$ cat src/rtl/cd_ext_host.sv
// cd_ext_host: EXT_BUS CD command initiator running CD_GET/CD_SET sequences.
// Optional automatic polling of CD status when CD_EXT_HOST_AUTOPOLL_EN is defined.
module cd_ext_host #(
  parameter int STROBE_GAP = 1,
  parameter int POLL_DIV   = 1024
) (
  input  logic        clk_sys,
  input  logic        reset,
  output logic        ext_enable,
  output logic        ext_strobe,
  output logic [15:0] ext_dout,
  input  logic [15:0] ext_din,
  input  logic        ext_dout_en,
  input  logic        set_valid,
  output logic        set_ready,
  input  logic [47:0] set_data,
  input  logic        get_req,
  input  logic        poll_en,
  output logic        rx_valid,
  output logic [47:0] rx_data,
  output logic [7:0]  rx_seq,
  output logic        err,
  output logic        busy
);
  typedef enum logic [2:0] {IDLE, SETUP, STROBE, GAP, CLOSE} state_t;
  state_t state, state_n;
  logic        cmd_set, get_pend, early, last_vld, poll_hit;
  logic [47:0] set_buf, rx_buf;
  logic [7:0]  seq_buf, last_seq;
  logic [1:0]  idx;
  logic [15:0] gap_cnt;
  logic        first_gap, gap_done, word0_get, no_claim, seq_same, start_get, get_done;
  assign first_gap = state == GAP && gap_cnt == 16'd0;
  assign gap_done  = state == GAP && gap_cnt == 16'(STROBE_GAP - 1);
  assign word0_get = first_gap && idx == 2'd0 && !cmd_set;
  assign no_claim  = word0_get && !ext_dout_en;
  assign seq_same  = word0_get && ext_dout_en && last_vld && ext_din[7:0] == last_seq;
  assign start_get = state == IDLE && !set_valid && (get_pend || get_req);
  assign get_done  = gap_done && idx == 2'd3 && !cmd_set;
`ifdef CD_EXT_HOST_AUTOPOLL_EN
  logic [31:0] poll_cnt;
  always_ff @(posedge clk_sys)
    if (reset || !poll_en) poll_cnt <= '0;
    else poll_cnt <= poll_cnt == 32'(POLL_DIV - 1) ? '0 : poll_cnt + 32'd1;
  assign poll_hit = poll_en && poll_cnt == 32'(POLL_DIV - 1);
`else
  logic unused_poll;
  assign unused_poll = poll_en;
  assign poll_hit = 1'b0;
`endif
  always_ff @(posedge clk_sys)
    if (reset) state <= IDLE;
    else state <= state_n;
  always_comb begin
    state_n = state;
    case (state)
      IDLE:    state_n = (set_valid || get_pend || get_req) ? SETUP : IDLE;
      SETUP:   state_n = STROBE;
      STROBE:  state_n = GAP;
      GAP:     state_n = no_claim ? CLOSE : !gap_done ? GAP :
                         (idx == 2'd3 || seq_same || early) ? CLOSE : STROBE;
      CLOSE:   state_n = IDLE;
      default: state_n = IDLE;
    endcase
  end
  always_comb begin
    ext_enable = state == SETUP || state == STROBE || state == GAP;
    ext_strobe = state == STROBE;
    ext_dout   = !ext_strobe ? 16'h0 :
                 idx == 2'd0 ? (cmd_set ? 16'h0035 : 16'h0034) :
                 !cmd_set    ? 16'h0 :
                 idx == 2'd1 ? set_buf[15:0] :
                 idx == 2'd2 ? set_buf[31:16] : set_buf[47:32];
    set_ready  = state == IDLE && !reset;
    busy       = state != IDLE;
  end
  always_ff @(posedge clk_sys)
    if (reset) begin
      cmd_set  <= 1'b0;
      get_pend <= 1'b0;
      early    <= 1'b0;
      last_vld <= 1'b0;
      set_buf  <= '0;
      rx_buf   <= '0;
      seq_buf  <= '0;
      last_seq <= '0;
      idx      <= '0;
      gap_cnt  <= '0;
      rx_valid <= 1'b0;
      rx_data  <= '0;
      rx_seq   <= '0;
      err      <= 1'b0;
    end else begin
      rx_valid <= get_done;
      err      <= no_claim;
      get_pend <= (get_pend || get_req || poll_hit) && !start_get;
      if (state == IDLE && set_valid) begin
        cmd_set <= 1'b1;
        set_buf <= set_data;
      end else if (start_get) cmd_set <= 1'b0;
      if (state == SETUP) begin
        idx   <= '0;
        early <= 1'b0;
      end
      if (state == STROBE) gap_cnt <= '0;
      if (state == GAP) gap_cnt <= gap_cnt + 16'd1;
      if (gap_done) idx <= idx + 2'd1;
      if (first_gap)
        case (idx)
          2'd0: begin
            seq_buf <= ext_din[7:0];
            early   <= seq_same;
          end
          2'd1: rx_buf[15:0]  <= ext_din;
          2'd2: rx_buf[31:16] <= ext_din;
          default: rx_buf[47:32] <= ext_din;
        endcase
      // with a one-cycle gap, word 3 arrives in the same cycle the transaction completes
      if (get_done) begin
        rx_data  <= {first_gap ? ext_din : rx_buf[47:32], rx_buf[31:0]};
        rx_seq   <= seq_buf;
        last_seq <= seq_buf;
        last_vld <= 1'b1;
      end
    end
endmodule
$ cat config.mk
export PLATFORM = sky130hd
export DESIGN_NAME = cd_ext_host
export DESIGN_NICKNAME = d
export VERILOG_FILES = /design/src/rtl/cd_ext_host.sv
export SDC_FILE = /design/constraint.sdc
export NUM_CORES = 1
export LEC_CHECK = 0
export CAP_MARGIN = 0
export CORE_ASPECT_RATIO = 1.75
export CORE_UTILIZATION = 55
export DETAILED_ROUTE_END_ITERATION = 8
export PLACE_DENSITY = 0.84
export SLEW_MARGIN = 10
export SYNTH_ARGS = -nofsm -noshare
export SYNTH_HDL_FRONTEND = slang
export SYNTH_SLANG_ARGS = --single-unit
$ cat constraint.sdc
create_clock -name clk_sys -period 4 [get_ports clk_sys]
set_input_delay 0.4 -clock clk_sys [delete_from_list [all_inputs] [get_ports clk_sys]]
set_output_delay 0.4 -clock clk_sys [all_outputs]
set_load 0.02 [all_outputs]
==> results of run 1 <==
sequential cells by signal (all words and copies together) (netlist names), 2 cells and up:
name	flops
seq_buf	8
rx_buf	32
set_buf	48
rx_data	48
idx	2
state	3
last_seq	8
gap_cnt	16
power groups by stage:
stage / logic (mW) / clock network [mW] / registers [mW]
after global routing: 0.491 / 1.87 / 1.80
final: 0.445 / 1.79 / 1.80
after global placement: 0.436 / 0 / 1.83
after detailed placement: 0.440 / 0 / 1.83
after CTS: 0.444 / 1.81 / 1.80
after floorplan: 0.285 / 0 / 1.82
how the worst max path moves through the flow:
| stage | slack [ns] | to | depth (start not counted) | from |
|---|---|---|---|---|
| 5_1_grt | 0.63 | ext_dout[9] | 6 | state[1]$_SDFF_PP0_ |
| 4_1_cts | 0.81 | ext_dout[5] | 8 | idx[1]$_SDFFE_PP0P_ |
| 3_3_place_gp | 1.28 | ext_dout[5] | 8 | idx[1]$_SDFFE_PP0P_ |
| 2_1_floorplan | 1.96 | ext_dout[10] | 6 | state[1]$_SDFF_PP0_ |
| 6_report | 0.83 | ext_dout[5] | 8 | idx[1]$_SDFFE_PP0P_ |
| 3_5_place_dp | 1.28 | ext_dout[5] | 8 | idx[1]$_SDFFE_PP0P_ |
final cells by class:
cell class,count,share of cell area
sequential,171,0.3602
inverter,13,0.005134
clock inverter,10,0.01988
tap,174,0.02291
multi-input combinational,627,0.3815
timing repair buffer,158,0.1630
clock buffer,21,0.04739
synthesized netlist by cell type, drive strengths merged, types with 13 or more instances:
| cell | count |
|---|---|
| dfxtp | 171 |
| a21oi | 136 |
| nand4 | 71 |
| clkbuf | 56 |
| mux2i | 47 |
| inv | 13 |
| nand2b | 50 |
| o21ai | 74 |
| nor2 | 52 |
| buf | 25 |
| nand2 | 109 |
layer usage:
layer  wire [um]  track usage
met5           0            0
met4        1076       0.1866
met3        1049      0.04922
met2       10560       0.5256
met1        7297       0.2955
cell usage in the layout (no fill, tap or decap), types with 2 or more instances in the layout:
cell type	netlist	final
mux2i_1	47	47
clkdlybuf4s50_1	0	145
nand3_1	8	8
buf_4	3	13
ha_1	6	6
xor2_1	10	10
nor4_1	9	9
or3_1	3	3
bufinv_16	0	5
nand2b_1	50	50
inv_1	13	13
inv_6	0	2
clkbuf_1	56	3
mux2_2	2	2
a21oi_1	136	136
o31ai_1	2	2
nor3b_1	2	2
xnor2_1	8	8
nand3_4	2	2
dfxtp_1	171	171
clkbuf_16	0	17
nand3b_1	2	2
nand4_1	71	71
nor3_1	10	10
o21ai_0	74	74
nor2_1	52	52
a211oi_1	3	3
nand2_1	109	109
critical path, stage by stage (launching register included):
cell	delay, ns
dfxtp_1	0.33
inv_1	0.11
ha_1	0.62
buf_4	0.32
nand2_1	0.07
o21ai_0	0.07
a21oi_1	0.09
nor2_1	0.12
clkdlybuf4s50_1	0.63
logic make-up (layout without fill, tap and decap cells):
family,after synthesis,in the layout,synth area share
and+or+nand+nor,333,333,0.2337
AOI/OAI and AO/OA,221,221,0.1538
DFF,171,171,0.4590
buffers and inverters,94,202,0.05620
muxes,49,49,0.06610
xor gates and xnor gates,18,18,0.02114
adders and majority gates,6,6,0.01007
==> flow_metrics.env, run 1 <==
export IMPL_status="completed"
export IMPL_final_cell_area_sq_um=9504
export IMPL_die_h_um=156.1
export IMPL_antenna_found_initial=0
export IMPL_worst_slack_ns=0.8331
export IMPL_maxCapViolations=0
export IMPL_ys_seq_elements=171
export IMPL_dp_cells=1143
export IMPL_wirelength_mm=19.98
export IMPL_synth_area_sq_um=7458
export IMPL_worstReg2RegStart="gap_cnt[0]$_SDFFE_PP0P_"
export IMPL_vias=6770
export IMPL_multi_input_area_sq_um=3626
export IMPL_p_total_mw=4.032
export IMPL_grt_pass1_vias=6542
export IMPL_p_comb_frac=0.110
export IMPL_stdcell_count=1174
export IMPL_cts_setup_buffers=0
export IMPL_seqPwrFrac=0.445
export IMPL_period_needed_ns=3.167
export IMPL_drc_errors=0
export IMPL_end_kind="output port"
export IMPL_tightestPinTransition_ns=0.8687
export IMPL_yosysWarnings=0
export IMPL_synth_avg_cell_area_sq_um=8.361
export IMPL_slew_violations=0
export IMPL_cts_inserted_buffers=17
export IMPL_placed_cell_area_sq_um=8865
export IMPL_grt_overflow_total=0
export IMPL_worstPathMaxFanout=17
export IMPL_insertedDiodeCount=0
export IMPL_start_util=0.5602
export IMPL_fmax_mhz=315.8
export IMPL_avgRoutedWirePerCell_um=17.02
export IMPL_ff_latch_area_sq_um=3423
export IMPL_worstRegToRegCells=7
export IMPL_final_setup_tns_ns=0
export IMPL_place_congestion=0.8025
export IMPL_min_from="set_buf[0]$_SDFFE_PP0P_"
export IMPL_clkPwrFrac=0.444
export IMPL_min_to="set_buf[0]$_SDFFE_PP0P_"
export IMPL_p_leak_nw=3.429
export IMPL_synth_top_area_share=0.4590
export IMPL_cts_root_buf="clkbuf_16"
export IMPL_p_int_mw=3.058
export IMPL_cts_tree="built"
export IMPL_worst_skew_pair_late_latency_ns=0.42
export IMPL_p_sw_mw=0.9735
export IMPL_grt_pass1_wl_mm=31.96
export IMPL_drtIter0Drc=589
export IMPL_synth_edff_count=0
export IMPL_hold_slack_ns=0.4502
export IMPL_core_sq_um=13310
export IMPL_rr_endpoint="seq_buf[5]$_SDFFE_PP0N_"
export IMPL_synth_cells=892
export IMPL_synthTopCellsByArea="dfxtp_1 46%, a21oi_1 9.1%, mux2i_1 6.3%, nand4_1 6.0%, nand2_1 5.5%"
export IMPL_rows=56
export IMPL_port_buffers=146
export IMPL_synth_flop_cell="dfxtp_1"
export IMPL_ant_nets=0
export IMPL_syn2layout_area_growth_pct=27.43
export IMPL_synth_largest_area_cell="dfxtp_1"
export IMPL_power_density_nw_per_um2=424.2
export IMPL_drive_above_1_share=0.05700
export IMPL_setup_viol=0
export IMPL_cts_resized=0
export IMPL_num_io_pins=148
export IMPL_cts_sinks=171
export IMPL_grt_max_degree=80
export IMPL_die_area_sq_um=14050
export IMPL_yosysSeqAreaShare=0.4590
export IMPL_holdCritPathClass="reg2reg"
export IMPL_max_slew_margin_rel=0.4208
export IMPL_htree_levels=4
export IMPL_post_route_util=0.7139
export IMPL_critPathRequiredTime_ns=3.60
export IMPL_via_per_inst=5.767
export IMPL_cts_buffer_depth=2
export IMPL_path_class="reg2out"
export IMPL_period_share=0.7917
export IMPL_rsz0062_at_grt="no"
export IMPL_fin_skew_ns=0.007709
export IMPL_hold_viol=0
export IMPL_place_ws_ns=1.279
export IMPL_r2r_slack_ns=1.40
export IMPL_nets=1064
export IMPL_switching_share=0.2415
export IMPL_hpwlAfterDp_mm=13.05
export IMPL_drt_pass1_iterations=5
export IMPL_clkTransAtPathRegs_ns=0.06
export IMPL_fillers=1016
export IMPL_holdBufCountCts=0
export IMPL_async_flop_share=0
export IMPL_start_kind="flip-flop"
export IMPL_grt_usage=0.2856
export IMPL_crit_arrival_ns=2.77
export IMPL_ys_types=47
export IMPL_die_w_um=90.03
export IMPL_synth_fp_nets=968
export IMPL_ir_drop_uv=324.0
export IMPL_whs_path_depth=2
Note: power is estimated with default switching activity, not from simulation.
==> run 2, diff against run 1 <==
--- a/config.mk
+++ b/config.mk
@@ -7,9 +7,9 @@
 export LEC_CHECK = 0
 export CAP_MARGIN = 0
 export CORE_ASPECT_RATIO = 1.75
-export CORE_UTILIZATION = 55
+export CORE_UTILIZATION = 51
 export DETAILED_ROUTE_END_ITERATION = 8
-export PLACE_DENSITY = 0.84
+export PLACE_DENSITY = 0.79
 export SLEW_MARGIN = 10
 export SYNTH_ARGS = -nofsm -noshare
 export SYNTH_HDL_FRONTEND = slang
==> constraint.sdc (replaced) <==
create_clock -name clk_sys -period 3.25 [get_ports clk_sys]
set_input_delay 0.325 -clock clk_sys [delete_from_list [all_inputs] [get_ports clk_sys]]
set_output_delay 0.325 -clock clk_sys [all_outputs]
set_load 0.02 [all_outputs]
==> flow_metrics.env, run 2 (same netlist as run 1, synthesis figures left out) <==
export IMPL_grt_usage=0.2633
export IMPL_fin_skew_ns=0.008023
export IMPL_avgRoutedWirePerCell_um=16.62
export IMPL_slew_violations=0
export IMPL_crit_top_cell="mux2_2"
export IMPL_worst_slack_ns=0.3227
export IMPL_cp_cell_sequence="inv_1 > ha_1 > buf_4 > mux2_2 > mux2_2 > o211a_1 > clkdlybuf4s50_1"
export IMPL_top_regs="rx_data x48, set_buf x48, rx_buf x32"
export IMPL_cts_inserted_buffers=17
export IMPL_final_cell_mix="171 x dfxtp_1, 145 x clkdlybuf4s50_1, 136 x a21oi_1"
export IMPL_setup_viol=0
export IMPL_holdCritPathClass="in2reg"
export IMPL_drtIter0Drc=435
export IMPL_place_ws_ns=0.6063
export IMPL_critPathTopFamily="buffers and inverters"
export IMPL_wirelength_mm=19.66
export IMPL_worstReg2RegStart="gap_cnt[0]$_SDFFE_PP0P_"
export IMPL_cts_resized=0
export IMPL_cts_tree="built"
export IMPL_hpwlAfterDp_mm=12.96
export IMPL_grt_max_degree=150
export IMPL_die_h_um=162.0
export IMPL_grt_pass1_wl_mm=31.06
export IMPL_place_congestion=0.8226
export IMPL_final_common_cell="dfxtp_1"
export IMPL_cts_buffer_depth=2
export IMPL_antenna_found_initial=0
export IMPL_start_util=0.5217
export IMPL_whs_path_depth=2
export IMPL_final_setup_tns_ns=0
export IMPL_core_sq_um=14300
export IMPL_min_from="reset"
export IMPL_worstRegToRegCells=7
export IMPL_cts_sinks=171
export IMPL_drc_errors=0
export IMPL_grt_overflow_total=0
export IMPL_r2r_slack_ns=0.89
export IMPL_rows=58
export IMPL_grt_pass1_vias=6391
export IMPL_cp_slowest_cell="clkdlybuf4s50_1"
export IMPL_p_leak_nw=3.422
export IMPL_p_int_mw=3.452
export IMPL_ir_drop_uv=355.8
export IMPL_max_slew_margin_rel=0.5540
export IMPL_insertedDiodeCount=0
export IMPL_vias=6663
export IMPL_critPathRequiredTime_ns=2.92
export IMPL_critPathBufInv=3
export IMPL_via_per_inst=5.632
export IMPL_fmax_mhz=341.6
export IMPL_clkTransAtPathRegs_ns=0.07
export IMPL_holdBufCountCts=0
export IMPL_clkPwrFrac=0.414
export IMPL_drt_pass1_iterations=5
export IMPL_p_total_mw=4.709
export IMPL_switching_share=0.2671
export IMPL_period_share=0.9007
export IMPL_fillers=1200
export IMPL_rsz0062_at_grt="no"
export IMPL_end_kind="output port"
export IMPL_worst_skew_pair_late_latency_ns=0.42
export IMPL_die_w_um=93.42
export IMPL_maxCapViolations=0
export IMPL_start_kind="flip-flop"
export IMPL_p_comb_frac=0.117
export IMPL_nets=1067
export IMPL_drive_above_1_share=0.06281
export IMPL_slowest_delay_ns=0.54
export IMPL_crit_arrival_ns=2.60
export IMPL_hold_viol=0
export IMPL_period_needed_ns=2.927
export IMPL_htree_levels=4
export IMPL_worstPathMaxFanout=8
export IMPL_tightestPinTransition_ns=0.6690
export IMPL_path_class="reg2out"
export IMPL_p_sw_mw=1.258
export IMPL_cts_root_buf="clkbuf_16"
export IMPL_seqPwrFrac=0.469
export IMPL_num_io_pins=148
export IMPL_rr_endpoint="seq_buf[1]$_SDFFE_PP0N_"
export IMPL_status="completed"
export IMPL_port_buffers=146
export IMPL_ant_nets=0
export IMPL_syn2layout_area_growth_pct=27.14
export IMPL_die_area_sq_um=15130
export IMPL_min_to="gap_cnt[0]$_SDFFE_PP0P_"
export IMPL_power_density_nw_per_um2=496.6
-- run 2: routing by layer --
layer,vias to the layer above,track usage,share of wire
met4,0,0.1594,0.048
met3,54,0.04963,0.048
met2,217,0.4672,0.53
met5,-,0,0
met1,3085,0.2841,0.37
li1,3307,-,-
-- run 2: cell type report --
type,instances,area (sq um),share of cell area
clock inverter,14,137.6,0.01451
tap,180,225.2,0.02375
inverter,13,48.80,0.005146
multi-input combinational,627,3626,0.3824
sequential,171,3423,0.3610
timing repair buffer,161,1597,0.1684
clock buffer,17,425.4,0.04486
-- run 2: worst reg2reg max path, stage by stage, from the launching register on --
cell     delay, ns
dfxtp_1       0.33
inv_1         0.09
ha_1          0.17
nor4b_1       0.33
and4_2        0.72
buf_4         0.33
nand4_1       0.13
a21oi_1       0.17
-- run 2: power by group through the flow --
stage	clock network, mW	registers [mW]	logic (mW)
final	1.95	2.21	0.553
after global placement	0	2.25	0.546
after detailed placement	0	2.26	0.549
after CTS	1.97	2.21	0.553
after floorplan	0	2.24	0.350
after global routing	2.07	2.22	0.605
-- run 2: how the worst max path moves through the flow --
stage / startpoint / endpoint / slack (ns) / cells past startpoint
floorplan: state[1]$_SDFF_PP0_ / ext_dout[10] / 1.28 / 6
global placement: state[1]$_SDFF_PP0_ / ext_dout[3] / 0.71 / 6
detailed placement: state[1]$_SDFF_PP0_ / ext_dout[6] / 0.61 / 6
CTS: state[1]$_SDFF_PP0_ / ext_dout[6] / 0.09 / 6
global route: state[1]$_SDFF_PP0_ / ext_dout[6] / 0.20 / 7
finish: idx[0]$_SDFFE_PP0P_ / ext_dout[0] / 0.32 / 7
-- run 2: through the flow --
| stage | utilization | cells | cell area, sq um | hold WS (ns) |
|---|---|---|---|---|
| floorplan | - | 892 | 7458 | 0.4258 |
| global route | 0.6633 | 1183 | 9483 | 0.2964 |
| finish | 0.6633 | 1183 | 9483 | 0.2896 |
| detailed placement | 0.6234 | 1151 | 8912 | 0.4465 |
| global placement | 0.6234 | 1151 | 8912 | 0.4333 |
| CTS | 0.6628 | 1182 | 9475 | 0.2760 |
-- run 2: repair_timing --
item	in CTS	in global routing
endpoints found under the setup margin	0	12
endpoints found under the hold margin	0	0
setup buffers	0	1
==> run 3, diff against run 2 <==
--- a/config.mk
+++ b/config.mk
@@ -9,7 +9,8 @@
 export CORE_ASPECT_RATIO = 1.75
 export CORE_UTILIZATION = 51
 export DETAILED_ROUTE_END_ITERATION = 8
-export PLACE_DENSITY = 0.79
+export PLACE_DENSITY = 0.83
+export SETUP_SLACK_MARGIN = 0.3
 export SLEW_MARGIN = 10
 export SYNTH_ARGS = -nofsm -noshare
 export SYNTH_HDL_FRONTEND = slang
==> flow_metrics.env, run 3 (same netlist as run 1, synthesis figures left out) <==
export IMPL_worstReg2RegStart="gap_cnt[0]$_SDFFE_PP0P_"
export IMPL_drc_errors=0
export IMPL_status="completed"
export IMPL_met3_usage=0.04635
export IMPL_fin_skew_ns=0.005602
export IMPL_period_needed_ns=2.859
export IMPL_rr_endpoint="rx_data[40]$_SDFFE_PP0P_"
export IMPL_use_met1=0.2890
export IMPL_num_io_pins=148
export IMPL_grt_pass1_wl_mm=31.57
export IMPL_worstRegToRegCells=7
export IMPL_maxCapViolations=0
export IMPL_final_common_cell="dfxtp_1"
export IMPL_port_buffers=146
export IMPL_start_util=0.5217
export IMPL_placed_cell_area_sq_um=8892
export IMPL_crit_path_end="ext_dout[2]"
export IMPL_worst_skew_pair_late_latency_ns=0.42
export IMPL_path_class="reg2out"
export IMPL_period_share=0.8797
export IMPL_final_setup_tns_ns=0
export IMPL_cts_root_buf="clkbuf_16"
export IMPL_die_w_um=93.42
export IMPL_critPathRequiredTime_ns=2.92
export IMPL_start_kind="flip-flop"
export IMPL_hpwlAfterDp_mm=13.28
export IMPL_power_density_nw_per_um2=498.3
export IMPL_grt_overflow_total=0
export IMPL_antenna_found_initial=0
export IMPL_rsz0062_at_grt="yes"
export IMPL_rows=58
export IMPL_cts_tree="built"
export IMPL_final_cell_mix="170 x dfxtp_1, 143 x clkdlybuf4s50_1, 136 x a21oi_1"
export IMPL_die_h_um=162.0
export IMPL_clkTransAtPathRegs_ns=0.06
export IMPL_holdCritPathClass="in2reg"
export IMPL_grt_pass1_vias=6504
export IMPL_drive_above_1_share=0.06181
export IMPL_cts_inserted_buffers=17
export IMPL_drt_pass1_iterations=5
export IMPL_die_area_sq_um=15130
export IMPL_tightestPinTransition_ns=0.6505
export IMPL_htree_levels=4
export IMPL_nets=1067
export IMPL_drtIter0Drc=469
export IMPL_cts_sinks=171
export IMPL_p_leak_nw=3.433
export IMPL_worstPathMaxFanout=17
export IMPL_core_sq_um=14300
export IMPL_max_slew_margin_rel=0.5663
export IMPL_end_kind="output port"
export IMPL_slew_violations=0
export IMPL_hold_slack_ns=0.3657
export IMPL_ant_nets=0
export IMPL_grt_usage=0.2689
export IMPL_insertedDiodeCount=0
export IMPL_top_regs="rx_data x48, set_buf x48, rx_buf x32"
export IMPL_grt_util_met2=0.4813
export IMPL_final_cell_area_sq_um=9504
export IMPL_syn2layout_area_growth_pct=27.43
export IMPL_grt_max_degree=129
export IMPL_via_per_inst=5.745
export IMPL_cp_startpoint="idx[0]$_SDFFE_PP0P_"
export IMPL_grt_busiest_layer="met2"
export IMPL_wirelength_mm=19.92
export IMPL_crit_arrival_ns=2.53
export IMPL_avgRoutedWirePerCell_um=16.84
export IMPL_setup_viol=0
export IMPL_hold_viol=0
export IMPL_ir_drop_uv=389.8
export IMPL_cts_buffer_depth=2
export IMPL_place_congestion=0.8675
export IMPL_r2r_slack_ns=0.92
export IMPL_vias=6796
export IMPL_fmax_mhz=349.8
==> run 3: changes by cell type in the layout (fill, tap and decap cells not counted), sizes merged <==
cell | previous run | this run
bufinv | 1 | 2
clkbuf | 17 | 21
clkdlybuf4s50 | 145 | 143
clkinv | 6 | 4
clkinvlp | 1 | 3
dlygate4sd2 | 0 | 1
dlymetal6s2s | 0 | 1
inv | 19 | 14
==> run 3: layout make-up <==
cell class                      count  area (sq um)
Clock buffer                       21         450.4
Clock inverter                     10         118.9
Fill cell                        1145          4792
Inverter                           13         48.80
Multi-Input combinational cell    627          3643
Sequential cell                   171          3425
Tap cell                          180         225.2
Timing Repair Buffer              161          1593
==> run 3: metrics by stage <==
step / worst slack (ns) / total power [mW] / util / instances
6_report: 0.3910 / 4.736 / 0.6648 / 1183
5_1_grt: 0.2560 / 4.914 / 0.6648 / 1183
4_1_cts: 0.4079 / 4.759 / 0.6635 / 1183
3_5_place_dp: 0.6360 / 2.803 / 0.6220 / 1150
3_3_place_gp: 0.6660 / 2.795 / 0.6220 / 1150
2_1_floorplan: 1.284 / 2.589 / - / 892
==> run 3: worst min-delay path by stage <==
stage          slack, ns                  start                 endpoint  cells after the start
6_report            0.37                  reset  gap_cnt[0]$_SDFFE_PP0P_                      2
3_5_place_dp        0.44  last_vld$_SDFFE_PP0P_    last_vld$_SDFFE_PP0P_                      2
5_1_grt             0.37                  reset  gap_cnt[0]$_SDFFE_PP0P_                      2
3_3_place_gp        0.43  last_vld$_SDFFE_PP0P_    last_vld$_SDFFE_PP0P_                      2
2_1_floorplan       0.43  last_vld$_SDFFE_PP0P_    last_vld$_SDFFE_PP0P_                      2
4_1_cts             0.34                  reset  gap_cnt[0]$_SDFFE_PP0P_                      2
==> run 3: metal layers <==
layer | wire [um] | up-vias
met1 | 7232 | 3172
met2 | 10750 | 267
li1 | - | 3303
met5 | 0 | -
met4 | 1047 | 0
met3 | 890 | 54
==> run 3: what timing repair did <==
| action | 4_1_cts | 5_1_grt |
|---|---|---|
| hold endpoints to repair | 0 | 0 |
| buffers inserted | 2 | 0 |
| setup endpoints to repair | 14 | 13 |
| hold buffers | 0 | 0 |
| cloned | 0 | 0 |
| gates resized for setup | 4 | 4 |
==> run 3: where the power goes <==
part	internal [mW]	switching, mW
combinational	0.218	0.334
clock	1.15	0.821
sequential	2.16	0.0478
total	3.53	1.20
==> run 3: worst max-delay path, stage by stage, from the launching register on <==
cell and delay (ns):
dfxtp_1 0.41, inv_1 0.12, ha_1 0.23, buf_8 0.18, mux2i_1 0.18, o21ai_0 0.17, a21oi_1 0.08, nor2_1 0.12
clkdlybuf4s50_1 0.63
